### config.mk
export PLATFORM = sky130hd
export DESIGN_NAME = adc_channel_scanner
export DESIGN_NICKNAME = d
export VERILOG_FILES = /design/src/rtl/adc_channel_scanner_pkg.sv /design/src/rtl/adc_avg_acc.sv /design/src/rtl/adc_channel_scanner.sv
export SDC_FILE = /design/constraint.sdc
export NUM_CORES = 1
export LEC_CHECK = 0
export BUFFER_PORTS_ARGS = -buffer_cell sky130_fd_sc_hd__buf_2
export CAP_MARGIN = 20
export CORE_UTILIZATION = 35
export CTS_CLUSTER_DIAMETER = 40
export DETAILED_ROUTE_END_ITERATION = 16
export GPL_TIMING_DRIVEN = 0
export PLACE_DENSITY_LB_ADDON = 0.2
export REMOVE_ABC_BUFFERS = 1
export SYNTH_ARGS = -nofsm -noshare
export SYNTH_HDL_FRONTEND = slang
export SYNTH_SLANG_ARGS = --single-unit
### constraint.sdc
create_clock -name clk -period 2.5 [get_ports clk]
set_input_delay 0.125 -clock clk [delete_from_list [all_inputs] [get_ports clk]]
set_output_delay 0.125 -clock clk [all_outputs]
set_load 0.02 [all_outputs]
### src/rtl/adc_channel_scanner_pkg.sv
// +----------------------------------------------------------------------+
// | adc_pkg : shared constants and helpers for the ADC channel scanner    |
// | Rev 1.0                                                              |
// +----------------------------------------------------------------------+
`timescale 1ns/1ps
`default_nettype none

package adc_pkg;

  localparam int SAMPLE_W = 12;
  localparam int CH_W     = 3;
  localparam int CFG_W    = 5;

  localparam int CFG_SD  = 0;
  localparam int CFG_OS  = 1;
  localparam int CFG_S1  = 2;
  localparam int CFG_S0  = 3;
  localparam int CFG_UNI = 4;

  typedef logic [CH_W-1:0]     ch_t;
  typedef logic [SAMPLE_W-1:0] sample_t;
  typedef logic [CFG_W-1:0]    cfg_t;

  // Single-ended mux select; the LTC2308 address bits are not in binary order.
  function automatic cfg_t ch_to_cfg(input ch_t n, input logic uni);
    cfg_t c;
    c          = '0;
    c[CFG_SD]  = 1'b1;
    c[CFG_OS]  = n[0];
    c[CFG_S1]  = n[2];
    c[CFG_S0]  = n[1];
    c[CFG_UNI] = uni;
    return c;
  endfunction

  function automatic ch_t lowest_ch(input logic [7:0] mask);
    ch_t r;
    r = '0;
    for (int i = 7; i >= 0; i--) begin
      if (mask[i]) r = ch_t'(i);
    end
    return r;
  endfunction

  function automatic ch_t next_ch(input logic [7:0] mask, input ch_t cur);
    ch_t  r;
    logic found;
    r     = lowest_ch(mask);
    found = 1'b0;
    for (int i = 0; i < 8; i++) begin
      if (!found && (i > int'(cur)) && mask[i]) begin
        r     = ch_t'(i);
        found = 1'b1;
      end
    end
    return r;
  endfunction

endpackage

`default_nettype wire

### src/rtl/adc_avg_acc.sv
// +----------------------------------------------------------------------+
// | adc_avg_acc : sums 2^AVG_LOG2 samples and emits their truncated mean  |
// | Rev 1.0                                                              |
// +----------------------------------------------------------------------+
`timescale 1ns/1ps
`default_nettype none

module adc_avg_acc
  import adc_pkg::*;
#(
  parameter int AVG_LOG2 = 2
) (
  input  logic    clk,
  input  logic    rst,
  input  logic    vld,
  input  sample_t data,
  input  logic    clr,
  output logic    res_vld,
  output sample_t res
);

  localparam int SUM_W = SAMPLE_W + AVG_LOG2;
  localparam int CNT_W = (AVG_LOG2 > 0) ? AVG_LOG2 : 1;
  localparam logic [CNT_W-1:0] CNT_LAST = CNT_W'((1 << AVG_LOG2) - 1);

  logic [SUM_W-1:0] acc_q, acc_d, sum;
  logic [CNT_W-1:0] cnt_q, cnt_d;
  logic             last;

  always_comb begin
    sum   = acc_q + SUM_W'(data);
    last  = (cnt_q == CNT_LAST);
    acc_d = acc_q;
    cnt_d = cnt_q;
    if (clr) begin
      acc_d = '0;
      cnt_d = '0;
    end else if (vld) begin
      // The final sample is folded in combinationally so the mean is ready this cycle.
      if (last) begin
        acc_d = '0;
        cnt_d = '0;
      end else begin
        acc_d = sum;
        cnt_d = cnt_q + CNT_W'(1);
      end
    end
  end

  assign res_vld = vld && !clr && last;
  assign res     = sum[SUM_W-1:AVG_LOG2];

  always_ff @(posedge clk or posedge rst) begin
    if (rst) begin
      acc_q <= '0;
      cnt_q <= '0;
    end else begin
      acc_q <= acc_d;
      cnt_q <= cnt_d;
    end
  end

endmodule

`default_nettype wire

### src/rtl/adc_channel_scanner.sv
// +----------------------------------------------------------------------+
// | adc_channel_scanner : drives LTC2308 cfg, tags and averages samples   |
// | Rev 1.0                                                              |
// +----------------------------------------------------------------------+
`timescale 1ns/1ps
`default_nettype none

module adc_channel_scanner
  import adc_pkg::*;
#(
  parameter int NUM_CH   = 8,
  parameter int AVG_LOG2 = 2,
  parameter int UNIPOLAR = 1
) (
  input  logic                clk,
  input  logic                rst,
  input  logic                enable,
  input  logic [7:0]          ch_mask,
  output logic [CFG_W-1:0]    adc_cfg,
  input  logic [SAMPLE_W-1:0] adc_sample,
  input  logic                adc_sample_vld,
  output logic [SAMPLE_W-1:0] out_data,
  output logic [CH_W-1:0]     out_ch,
  output logic                out_valid,
  input  logic                out_ready,
  output logic                overrun,
  input  logic                overrun_clr
);

  localparam logic [0:0] ST_IDLE = 1'b0;
  localparam logic [0:0] ST_SCAN = 1'b1;

  localparam int DW = (AVG_LOG2 > 0) ? AVG_LOG2 : 1;
  localparam logic [DW-1:0] DWELL_LAST  = DW'((1 << AVG_LOG2) - 1);
  localparam logic [7:0]    NUM_CH_MASK = 8'((1 << NUM_CH) - 1);
  localparam logic          UNI_BIT     = (UNIPOLAR != 0);

  logic [0:0]    state_q, state_d;
  ch_t           cur_ch_q, cur_ch_d;
  ch_t           pend_ch_q, pend_ch_d;
  logic          pend_vld_q, pend_vld_d;
  logic [DW-1:0] dwell_q, dwell_d;
  cfg_t          adc_cfg_q, adc_cfg_d;
  sample_t       out_data_q, out_data_d;
  ch_t           out_ch_q, out_ch_d;
  logic          out_valid_q, out_valid_d;
  logic          overrun_q, overrun_d;

  logic [7:0] mask_lim, eff_mask;
  logic       acc_vld, acc_clr, res_vld, drop;
  sample_t    res;

  assign mask_lim = ch_mask & NUM_CH_MASK;
  assign eff_mask = (mask_lim == 8'h00) ? 8'h01 : mask_lim;

  adc_avg_acc #(.AVG_LOG2(AVG_LOG2)) u_avg (
    .clk     (clk),
    .rst     (rst),
    .vld     (acc_vld),
    .data    (adc_sample),
    .clr     (acc_clr),
    .res_vld (res_vld),
    .res     (res)
  );

  always_comb begin
    state_d    = state_q;
    cur_ch_d   = cur_ch_q;
    pend_ch_d  = pend_ch_q;
    pend_vld_d = pend_vld_q;
    dwell_d    = dwell_q;
    acc_vld    = 1'b0;
    acc_clr    = 1'b0;
    case (state_q)
      ST_IDLE: begin
        cur_ch_d   = lowest_ch(eff_mask);
        pend_vld_d = 1'b0;
        dwell_d    = '0;
        acc_clr    = 1'b1;
        if (enable) state_d = ST_SCAN;
      end
      default: begin
        if (!enable) begin
          state_d    = ST_IDLE;
          cur_ch_d   = lowest_ch(eff_mask);
          pend_vld_d = 1'b0;
          dwell_d    = '0;
          acc_clr    = 1'b1;
        end else if (adc_sample_vld) begin
          // This sample was converted with last frame's cfg, i.e. pend_ch.
          acc_vld    = pend_vld_q;
          pend_ch_d  = cur_ch_q;
          pend_vld_d = 1'b1;
          if (dwell_q == DWELL_LAST) begin
            dwell_d  = '0;
            cur_ch_d = next_ch(eff_mask, cur_ch_q);
          end else begin
            dwell_d  = dwell_q + DW'(1);
          end
        end
      end
    endcase
  end

  assign adc_cfg_d = ch_to_cfg(cur_ch_d, UNI_BIT);

  always_comb begin
    out_data_d  = out_data_q;
    out_ch_d    = out_ch_q;
    out_valid_d = out_valid_q;
    drop        = 1'b0;
    if (res_vld) begin
      if (!out_valid_q || out_ready) begin
        out_data_d  = res;
        out_ch_d    = pend_ch_q;
        out_valid_d = 1'b1;
      end else begin
        drop = 1'b1;
      end
    end else if (out_valid_q && out_ready) begin
      out_valid_d = 1'b0;
    end
    overrun_d = overrun_q;
    if (overrun_clr) overrun_d = 1'b0;
    if (drop)        overrun_d = 1'b1;
  end

  always_ff @(posedge clk or posedge rst) begin
    if (rst) begin
      state_q     <= ST_IDLE;
      cur_ch_q    <= '0;
      pend_ch_q   <= '0;
      pend_vld_q  <= 1'b0;
      dwell_q     <= '0;
      adc_cfg_q   <= ch_to_cfg(ch_t'(0), UNI_BIT);
      out_data_q  <= '0;
      out_ch_q    <= '0;
      out_valid_q <= 1'b0;
      overrun_q   <= 1'b0;
    end else begin
      state_q     <= state_d;
      cur_ch_q    <= cur_ch_d;
      pend_ch_q   <= pend_ch_d;
      pend_vld_q  <= pend_vld_d;
      dwell_q     <= dwell_d;
      adc_cfg_q   <= adc_cfg_d;
      out_data_q  <= out_data_d;
      out_ch_q    <= out_ch_d;
      out_valid_q <= out_valid_d;
      overrun_q   <= overrun_d;
    end
  end

  assign adc_cfg   = adc_cfg_q;
  assign out_data  = out_data_q;
  assign out_ch    = out_ch_q;
  assign out_valid = out_valid_q;
  assign overrun   = overrun_q;

endmodule

`default_nettype wire

# --- Yosys cells after proc, flatten, opt, wreduce, memory -nomap -nowiden ---
# Index checks and enable logic that the tools add are counted.
word_totals:
  latch_bits: 0
  memories: 0
  inputBits: 26
  regBits: 46
  rom_bits: 0
  ram_bits: 0
  wordCells: 134
classes:
  n_lt_le_gt_ge: 7
  div_mod_pow: 0
  n_mul: 0
  add_sub_neg: 3
  reduce_logical: 32
  n_eq_ne: 4
  shifts: 0
  bitwise_logic: 0
  mux: 76
ops:
  columns: ["cell", "n"]
  rows:
  - ["3-bit 2-to-1 mux", 19]
  - ["1-bit 2-to-1 mux", 46]
  - ["14-bit 2-to-1 mux", 3]
  - ["1-bit logical AND", 16]
  - ["14-bit by 12-bit adder with 14-bit output", 1]
  - ["2-bit 2-to-1 mux", 7]
  - ["3-bit greater-than comparator, first input constant", 4]
  - ["1-bit logical NOT", 8]
  - ["8-bit logical NOT", 1]
  - ["8-bit 2-to-1 mux", 1]
  - ["2-bit by 3-bit greater-than comparator with 1-bit output, first input constant", 2]
  - ["2-bit nonzero test", 3]
  - ["2-bit by 1-bit adder with 2-bit output, second input constant", 2]
  - ["2-bit equality test, second input constant", 2]
  - ["2-bit AND reduction", 2]
  - ["1-bit by 3-bit greater-than comparator with 1-bit output, first input constant", 1]
  - ["3-bit != test, second input constant", 1]
  - ["3-bit AND reduction", 1]
  - ["2-bit by 1-bit != test with 1-bit output, second input constant", 1]
  - ["1-bit logical OR", 1]

# --- Logic depth before layout (Yosys ltp) ---
# Gate-level depths: netlist (run 1).
logic_depth:
  depth_word: 56
  depth_mapped: 8
  mapped_depth_nobuf: 8

# --- Hierarchy ---
# A second synthesis (run 1) with hierarchy kept.
unflattened:
  cells_unflattened: 280
  area_unflattened_um2: 2698.8
by_module_without_submodules:
  columns: ["mod", "cells_each", "area_each_um2", "seq_area_each_um2", "n_inst"]
  rows:
  - ["adc_channel_scanner", 132, 1378.8, 675.6, 1]
  - ["adc_avg_acc", 148, 1320.0, 400.4, 1]

# --- Least setup slack after synthesis (run 1) ---
# OpenSTA, ideal clock, no wires.
synth_path:
  path_type: "reg-to-reg"
  startpoint: "reg u_avg.acc_q[0]"
  endpoint: "reg out_data_q[8], in the netlist out_data[8]"
  n_path_buf: 0
  arrival_time_ns: 1.912
  path_stages_with_launch: 9
  setup_time_ns: 0.125
  path_slack_ns: 0.463
  path_cell_list: "dfrtp_1 -> ha_1 -> fa_1 -> a211oi_1 -> o21ai_1 -> o21ai_2 -> o21a_1 -> xnor2_1 -> mux2_2"
synth_via:
  elab_chain_cells: 1
synth_lines:
  columns: ["element", "line", "text"]
  rows:
  - ["from (decl)", "adc_avg_acc.sv:26", "logic [SUM_W-1:0] acc_q, acc_d, sum;"]
  - ["from (signal assigned)", "adc_avg_acc.sv:55", "acc_q <= '0;"]
  - ["from (signal assigned)", "adc_avg_acc.sv:58", "acc_q <= acc_d;"]
  - ["14-bit by 12-bit adder with 14-bit output", "adc_avg_acc.sv:31", "sum = acc_q + SUM_W'(data);"]
  - ["to (signal assigned)", "adc_channel_scanner.sv:147", "out_data_q <= out_data_d;"]
  - ["to (decl)", "adc_channel_scanner.sv:44", "sample_t out_data_q, out_data_d;"]
# No other way between the ends.
# A chain may end at the register's enable or synchronous reset.

# --- Final worst setup path (run 1) ---
# Ends and elaborated chain as after synthesis.

==> results.yml, run 1 <==
synthesis:
  avgSynthCellArea_um2: 10.3
  syn_inst: 240
  synth-simple-area-share: 0.108
  ys_ff_latch: 43
  ys_types: 55
  synth-seq-area-share: 0.435
  synth-main-ff-cell: "dfrtp_1"
  synthAdderAreaFrac: 0.0830
  async_flop_share: 1.00
  synth-xor-area-share: 0.0461
  synthMuxAreaShare: 0.0719
  synth-edff-count: 0
  synth_warnings: 0
  synth_top_family_by_area: "compound AO/OA/AOI/OAI gates"
  synth_area_mm2: 0.00247
  synth_compound_area_frac: 0.223
global_route:
  grt_pass1_wl_mm: 8.85
  met3_usage: 0.0346
  grt.overflow.total: 0
  track_usage: 0.151
  grt.met2_usage: 0.234
  grt_max_degree: 34
  antenna_found_initial: 0
  use_met1: 0.212
  grt_pass1_vias: 1895
  grt-busiest-layer: "met2"
power:
  p_seq_frac: 0.531
  fin_total_pwr_w: 0.00137
  p_switching_w: 0.000382
  powerDensity_mw_per_mm2: 467
  ir_drop_mv: 0.326
  p_comb_frac: 0.138
  p_int_w: 0.000984
  p_leak_nw: 1.44
  swShare: 0.280
  p_clk_frac: 0.331
critical_path:
  critPathBufInv: 0
  slowest_stage: "fa_1"
  startpoint: "u_avg.acc_q[0]"
  slowest_delay_ns: 0.43
  path_cells: "ha_1, fa_1, a211oi_1, o21ai_1, o21ai_2, o21a_1, xnor2_1, mux2_2"
  worstSetupEndpointType: "flop"
  cp.arrival_ns: 2.42
  start_kind: "flop"
  cp_max_fo: 3
  critPathTopFamily: "compound AO/OA/AOI/OAI gates"
  worstSetupPathType: "flop to flop"
  critPathRequiredTime_ns: 2.69
  r2r_start: "u_avg.acc_q[0]"
timing:
  rsz0062_at_grt: "false"
  clock.fmax_mhz: 449
  slew_headroom: 0.427
  final-hold-violation-count: 0
  period_share: 0.891
  worst_pin_slew_ns: 0.859
  finalSetupViolations: 0
  finClkSkew_ns: 0.00570
  slew_viol_final: 0
  finalCriticalPeriod_ns: 2.23
  fin_ws_ns: 0.272
  setup_tns_ns: 0
min_path:
  hold_path_class: "input pin to flop"
  hold_path_startpoint: "overrun_clr"
placed_design:
  placed_cells: 375
  pre_cts_ws_ns: 0.286
  dp_hpwl_mm: 3.80
  routabilityCongestion: 0.840
  port_buffers: 45
layout:
  nets: 330
  num_antenna_cells: 0
  drive_above_1_share: 0.269
  final_util: 0.431
  final_cell_mix: "buf_2 (45), dfrtp_1 (43), nand2_1 (21)"
  final_cells: 386
  final_common_cell: "buf_2"
  area_growth_pct: 18.3
cts:
  clkTransAtPathRegs_ns: 0.09
  cts_buffers: 5
  htreeDepth: 2
  cts_tree: "yes"
  clock-root-buffer: "clkbuf_8"
  insertion_delay_ns: 0.30
  clk_path_buf_depth: 2
  cts_sinks: 43
route:
  wl_per_cell_um: 13.2
  dr.first_iter.drc_count: 88
  viasPerCell: 5.03
  antenna_left: 0
  drtPass1Iterations: 4
  drt_wl_total_mm: 5.08
  drcViolationCount: 0
  vias: 1942
floorplanning:
  die-area_mm2: 0.00740
  rows: 30
  start_util: 0.364
  die_h_um: 86.0
  core_area_mm2: 0.00679
  io_pins: 48
  die_w_um: 86.0
run_status:
  status: "finished, final reports clean"
run:
  maxCapViolCount: 0
==> power by group through the flow <==
stage	registers, W	clock network, W	logic (W)
after floorplan	0.000740	0	0.000117
after global placement	0.000739	0	0.000181
after detailed placement	0.000739	0	0.000188
after CTS	0.000726	0.000465	0.000191
after global routing	0.000728	0.000497	0.000215
final	0.000725	0.000451	0.000189
==> timing repair <==
action	4_1_cts	5_1_grt
resized for setup	0	0
buffers inserted	0	0
hold endpoints to repair	11	0
hold buffers	2	0
==> layout make-up <==
class,instances,area [um^2]
clock buffer,5,68.8
clock inverter,3,20.0
fill,666,3870
inverter,8,30.0
multi-input combinational,181,1320
sequential,43,1080
tap,96,120
timing repair buffer,50,288
==> cells in the mapped netlist, drive strengths merged, types with 2 or more instances <==
library cell | count | area share
inv | 8 | 0.012
dfrtp | 43 | 0.44
mux2 | 14 | 0.064
a211oi | 3 | 0.0091
a31oi | 2 | 0.0076
nor4 | 2 | 0.0051
nand2 | 21 | 0.032
mux2i | 2 | 0.0081
ha | 14 | 0.071
nor2 | 14 | 0.021
o21bai | 3 | 0.0091
nand2b | 6 | 0.015
xor2 | 3 | 0.011
clkbuf | 2 | 0.0030
buf | 7 | 0.016
xnor2 | 10 | 0.035
o21ai | 18 | 0.039
o22a | 2 | 0.0071
nor2b | 2 | 0.0051
a21oi | 16 | 0.034
a21o | 6 | 0.018
nor3 | 2 | 0.0061
o31ai | 3 | 0.0091
nand3 | 3 | 0.0061
a22o | 11 | 0.039
==> sequential cells by signal, indices dropped and copies added (netlist names) <==
name,flops
adc_cfg,1
cur_ch_q,2
dwell_q,2
out_ch,3
out_data,12
out_valid,1
overrun,1
pend_ch_q,3
pend_vld_q,1
state_q,1
u_avg.acc_q,14
u_avg.cnt_q,2
==> path summary, 6_finish.rpt <==
kind | end | slack, ns | cells after the start
worst min register to register | pend_ch_q[1] | 0.48 | 2
worst min-delay path | overrun | 0.02 | 2
max in group asynchronous | out_data[8] | 1.74 | 4
min in group asynchronous | out_ch[2] | 0.30 | 3
worst max register to register | out_data[8] | 0.27 | 8
worst max-delay path | out_data[8] | 0.27 | 8
==> logic make-up (layout without fill, tap and decap cells) <==
logic type                 after synthesis  in the layout
DFF                                     43             43
muxes                                   16             16
and+or+nand+nor                         56             56
buffers and inverters                   17             66
AOI/OAI and AO/OA                       78             78
other                                    1              2
xor gates and xnor gates                13             13
adders and majority gates               16             16
==> layer usage <==
| layer | vias up | share of wire |
|---|---|---|
| met2 | 31 | 0.44 |
| met4 | 0 | 0.0093 |
| met5 | - | 0 |
| li1 | 980 | - |
| met3 | 5 | 0.035 |
| met1 | 926 | 0.52 |
==> stage by stage <==
step | hold slack [ns] | area (um^2)
6_report | 0.0193 | 2930
5_1_grt | 0.0209 | 2930
4_1_cts | 0.0161 | 2910
3_5_place_dp | 0.0677 | 2810
3_3_place_gp | 0.262 | 2770
2_1_floorplan | 0.156 | 2430
==> worst reg2reg max path, cell delays in order (launching register included) <==
cell	delay, ns
dfrtp_1	0.39
ha_1	0.22
fa_1	0.43
a211oi_1	0.32
o21ai_1	0.15
o21ai_2	0.12
o21a_1	0.17
xnor2_1	0.07
mux2_2	0.26
Note: power is estimated with default switching activity, not from simulation.
==> inputs of run 2 (changes only) <==
- ABC_AREA: not set -> 1
==> results.yml, run 2 <==
critical_path:
  cp_max_fo: 4
  r2r_cells: 11
  worstSetupEndpointType: "flop"
  critPathRequiredTime_ns: 2.71
  worstSetupPathType: "flop to flop"
  start_kind: "flop"
  cp.arrival_ns: 2.19
floorplanning:
  core_area_mm2: 0.00694
  die_w_um: 87.9
  io_pins: 48
  rows: 30
  die-area_mm2: 0.00772
  die_h_um: 87.9
  start_util: 0.372
synthesis:
  synth-edff-count: 0
  ys_types: 35
  synth-main-ff-cell: "dfrtp_1"
  synth-seq-area-share: 0.417
  synth.area.top_cells: "dfrtp_1 (42%), nand2_1 (15%), ha_1 (6.8%), inv_1 (5.1%), o21ai_0 (3.9%)"
  synth_top_area_share: 0.417
  ys_ff_latch: 43
  async_flop_share: 1.00
  synth_warnings: 0
  synth_top_area_cell: "dfrtp_1"
  synth_most_common_cell: "nand2_1"
  synth_common_cells: "nand2_1 (106), dfrtp_1 (43), inv_1 (35)"
  synth_area_mm2: 0.00258
  syn_inst: 328
  avgSynthCellArea_um2: 7.87
run:
  maxCapViolCount: 0
layout:
  drive_above_1_share: 0.188
  num_antenna_cells: 0
  final_cell_mix: "nand2_1 (106), buf_2 (45), dfrtp_1 (43)"
  area_growth_pct: 18.9
  nets: 422
  final_util: 0.442
  fillers: 724
  largest-register: "u_avg.acc_q"
  final_cells: 478
  largest_reg_flops: 14
  final_common_cell: "nand2_1"
  postLayoutCellArea_mm2: 0.00307
timing:
  worst_pin_slew_ns: 0.690
  setup_tns_ns: 0
  clock.fmax_mhz: 506
  slew_viol_final: 0
  rsz0062_at_grt: "false"
  period_share: 0.791
  final-hold-violation-count: 0
  finClkSkew_ns: 0.0123
  finalCriticalPeriod_ns: 1.98
  finalSetupViolations: 0
  slew_headroom: 0.538
placed_design:
  placed_cells: 467
  dpl_cell_area_mm2: 0.00292
  dp_hpwl_mm: 4.28
  port_buffers: 45
  routabilityCongestion: 0.836
cts:
  cts_buffers: 5
  cts_tree: "yes"
  clock-root-buffer: "clkbuf_8"
  htreeDepth: 2
  cts_sinks: 43
  insertion_delay_ns: 0.31
  clk_path_buf_depth: 2
  clkTransAtPathRegs_ns: 0.09
route:
  drt_wl_total_mm: 5.59
  vias: 2217
  dr.first_iter.drc_count: 80
  wl_per_cell_um: 11.7
  drtPass1Iterations: 4
  viasPerCell: 4.64
  drcViolationCount: 0
  antenna_left: 0
global_route:
  grt_max_degree: 26
  use_met1: 0.200
  antenna_found_initial: 0
  grt.overflow.total: 0
  grt.met2_usage: 0.264
  grt-busiest-layer: "met2"
  grt_pass1_vias: 2136
  grt_pass1_wl_mm: 9.29
  met3_usage: 0.0283
  track_usage: 0.156
run_status:
  status: "finished, final reports clean"
power:
  powerDensity_mw_per_mm2: 476
  p_int_w: 0.00108
  p_clk_frac: 0.380
  p_switching_w: 0.000386
  p_comb_frac: 0.127
  swShare: 0.264
  p_seq_frac: 0.493
  ir_drop_mv: 0.232
  p_leak_nw: 1.74
min_path:
  hold_path_class: "input pin to flop"
  hold_depth: 3
[run 2: layer usage]
layer	routed length [um]	part of all wire
met3	201	0.036
met1	2740	0.49
met2	2600	0.46
met5	0	0
met4	52	0.0093
[run 2: repair_timing]
action / in CTS / in global routing
setup buffers: 0 / 0
gates resized for setup: 0 / 0
endpoints found under the hold margin: 20 / 0
hold buffers: 3 / 0
[run 2: cell families (layout without fill, tap and decap cells)]
family	count (synthesis)	after routing	share of synthesized area
adders and majority gates	15	15	0.0757
buffers and inverters	45	98	0.0723
and+or+nand+nor	159	159	0.275
other	1	2	0.00145
DFF	43	43	0.417
AOI/OAI and AO/OA	57	57	0.131
xor gates and xnor gates	8	8	0.0272
[run 2: critical path: stages, from the launching register on]
cell and delay [ns]:
dfrtp_1 0.39, ha_1 0.24, fa_1 0.42, nand3_1 0.09, nand2_1 0.10, nand2_1 0.09, nand2_1 0.08, nand2_1 0.08
o21ai_0 0.09, xor2_1 0.17, nand2_1 0.08, nand2_1 0.05
[run 2: final timing paths]
check,from,slack (ns),endpoint
min in group asynchronous,rst,0.37,overrun
worst min register to register,out_ch[0],0.47,out_ch[0]
max in group asynchronous,rst,1.65,out_ch[2]
worst max register to register,u_avg.acc_q[0],0.52,out_data[10]
worst max-delay path,u_avg.acc_q[0],0.52,out_data[10]
worst min-delay path,adc_sample_vld,0.12,pend_vld_q
[run 2: cell type report]
type | instances | area (um^2) | area share
clock buffer | 5 | 68.8 | 0.0224
multi-input combinational | 241 | 1320 | 0.431
timing repair buffer | 50 | 287 | 0.0934
sequential | 43 | 1080 | 0.351
tap | 96 | 120 | 0.0392
inverter | 40 | 150 | 0.0490
clock inverter | 3 | 43.8 | 0.0143
[run 2: stage by stage]
stage / hold WS [ns] / setup slack, ns / power, W
final: 0.122 / 0.522 / 0.00146
after global routing: 0.120 / 0.316 / 0.00154
after CTS: 0.110 / 0.513 / 0.00149
after detailed placement: 0.167 / 0.531 / 0.000919
after global placement: 0.260 / 0.486 / 0.000911
after floorplan: 0.156 / 0.710 / 0.000855
[run 2: power by group through the flow]
stage          Combinational, W  Clock [W]  Sequential [W]
2_1_floorplan          0.000119          0        0.000736
3_3_place_gp           0.000177          0        0.000735
3_5_place_dp           0.000184          0        0.000734
4_1_cts                0.000189   0.000576        0.000721
5_1_grt                0.000212   0.000609        0.000723
6_report               0.000185   0.000554        0.000721
==> inputs of run 3 (changes only) <==
- clock period: 2.5 -> 1.9 ns (I/O delays scaled with it)
==> results.yml, run 3 (synthesized netlist as in run 2, its figures left out) <==
layout:
  largest-register: "u_avg.acc_q"
  fillers: 713
  drive_above_1_share: 0.236
  multiInputGateArea_mm2: 0.00141
  area_growth_pct: 23.1
  final_cell_mix: "nand2_1 (101), buf_2 (45), dfrtp_1 (43)"
  ff_latch_area_mm2: 0.00108
  largest_reg_flops: 14
  final_common_cell: "nand2_1"
  nets: 425
  num_antenna_cells: 0
cts:
  insertion_delay_ns: 0.31
  cts_tree: "yes"
  clk_path_buf_depth: 2
  clkTransAtPathRegs_ns: 0.09
  cts_sinks: 43
  clock-root-buffer: "clkbuf_8"
  htreeDepth: 2
  cts_buffers: 5
timing:
  period_share: 0.969
  holdWs_ns: 0.0929
  finClkSkew_ns: 0.0118
  clock.fmax_mhz: 543
  rsz0062_at_grt: "true"
  fin_ws_ns: 0.0594
  final-hold-violation-count: 0
  finalCriticalPeriod_ns: 1.84
  slew_viol_final: 0
  finalSetupViolations: 0
floorplanning:
  core_area_mm2: 0.00694
  start_util: 0.372
  io_pins: 48
  rows: 30
  die_w_um: 87.9
  die-area_mm2: 0.00772
  die_h_um: 87.9
global_route:
  grt_pass1_wl_mm: 9.29
  grt.met2_usage: 0.264
  use_met1: 0.200
  met3_usage: 0.0283
  antenna_found_initial: 0
  track_usage: 0.156
  grt.overflow.total: 0
  grt_max_degree: 26
  grt_pass1_vias: 2136
  grt-busiest-layer: "met2"
power:
  p_comb_frac: 0.133
  powerDensity_mw_per_mm2: 610
  p_switching_w: 0.000514
  p_clk_frac: 0.377
  swShare: 0.266
  ir_drop_mv: 0.306
  p_int_w: 0.00142
  p_leak_nw: 1.76
  p_seq_frac: 0.490
critical_path:
  r2r_start: "u_avg.acc_q[0]"
  critPathRequiredTime_ns: 2.08
  r2r-end: "u_avg.acc_q[6]"
  start_kind: "flop"
  startpoint: "u_avg.acc_q[0]"
  crit_path_end: "u_avg.acc_q[6]"
  worstSetupEndpointType: "flop"
  regToRegSetupSlack_ns: 0.06
  r2r_cells: 8
  cp_max_fo: 3
  cp.arrival_ns: 2.02
  worstSetupPathType: "flop to flop"
route:
  wl_per_cell_um: 12.0
  antenna_left: 0
  drt_wl_total_mm: 5.76
  drtPass1Iterations: 4
  drcViolationCount: 0
  viasPerCell: 4.71
  vias: 2264
  dr.first_iter.drc_count: 87
placed_design:
  pre_cts_ws_ns: -0.0687
  routabilityCongestion: 0.836
  port_buffers: 45
  dp_hpwl_mm: 4.28
run_status:
  status: "finished, final reports clean"
min_path:
  hold_path_class: "input pin to flop"
run:
  maxCapViolCount: 0
-- run 3: how the worst min path moves through the flow --
stage | start | end | slack, ns | cells past startpoint
final | adc_sample_vld | pend_vld_q | 0.09 | 3
after global routing | adc_sample_vld | pend_vld_q | 0.09 | 3
after CTS | adc_sample_vld | pend_vld_q | 0.08 | 3
after detailed placement | rst | adc_cfg[2] | 0.14 | 2
after global placement | enable | state_q | 0.23 | 1
after floorplan | enable | state_q | 0.13 | 0
-- run 3: worst max-delay path, cell delays in order (launching register included) --
cell,delay [ns]
dfrtp_1,0.42
ha_4,0.18
fa_2,0.39
nand3_2,0.07
nand2_2,0.07
a21oi_1,0.15
o21ai_1,0.09
xor2_1,0.23
o21ai_0,0.11
-- run 3: per-stage QoR --
stage / std cells / total power (W) / setup TNS (ns) / utilization / area (um^2)
2_1_floorplan: 324 / 0.00112 / 0 / - / 2550
3_3_place_gp: 465 / 0.00120 / -1.18 / 0.417 / 2890
3_5_place_dp: 467 / 0.00121 / -0.186 / 0.421 / 2920
4_1_cts: 478 / 0.00196 / 0 / 0.442 / 3070
5_1_grt: 481 / 0.00205 / -0.151 / 0.457 / 3180
6_report: 481 / 0.00194 / 0 / 0.457 / 3180
-- run 3: power by group through the flow --
stage / Sequential [W] / Combinational (W) / Clock, W
5_1_grt: 0.000952 / 0.000293 / 0.000801
2_1_floorplan: 0.000968 / 0.000157 / 0
3_5_place_dp: 0.000966 / 0.000243 / 0
6_report: 0.000949 / 0.000258 / 0.000729
3_3_place_gp: 0.000967 / 0.000232 / 0
4_1_cts: 0.000949 / 0.000249 / 0.000758
-- run 3: layer usage --
metal	part of all wire	vias to the layer above	wire, um
li1	-	1181	-
met1	0.48	1027	2740
met4	0.0089	0	51
met3	0.039	7	226
met2	0.48	49	2740
met5	0	-	0
-- run 3: area by class of cell --
cell class | count | area share
Multi-Input combinational cell | 241 | 0.443
Sequential cell | 43 | 0.339
Timing Repair Buffer | 53 | 0.0973
Inverter | 40 | 0.0473
Tap cell | 96 | 0.0378
Clock buffer | 5 | 0.0217
Clock inverter | 3 | 0.0138
-- run 3: timing repair --
item / CTS / global route
gates resized for setup: 2 / 20
endpoints found under the hold margin: 20 / 0
hold buffers: 3 / 0
endpoints found under the setup margin: 6 / 15
pin swaps: 0 / 11
setup buffers: 0 / 3
cloned: 0 / 0
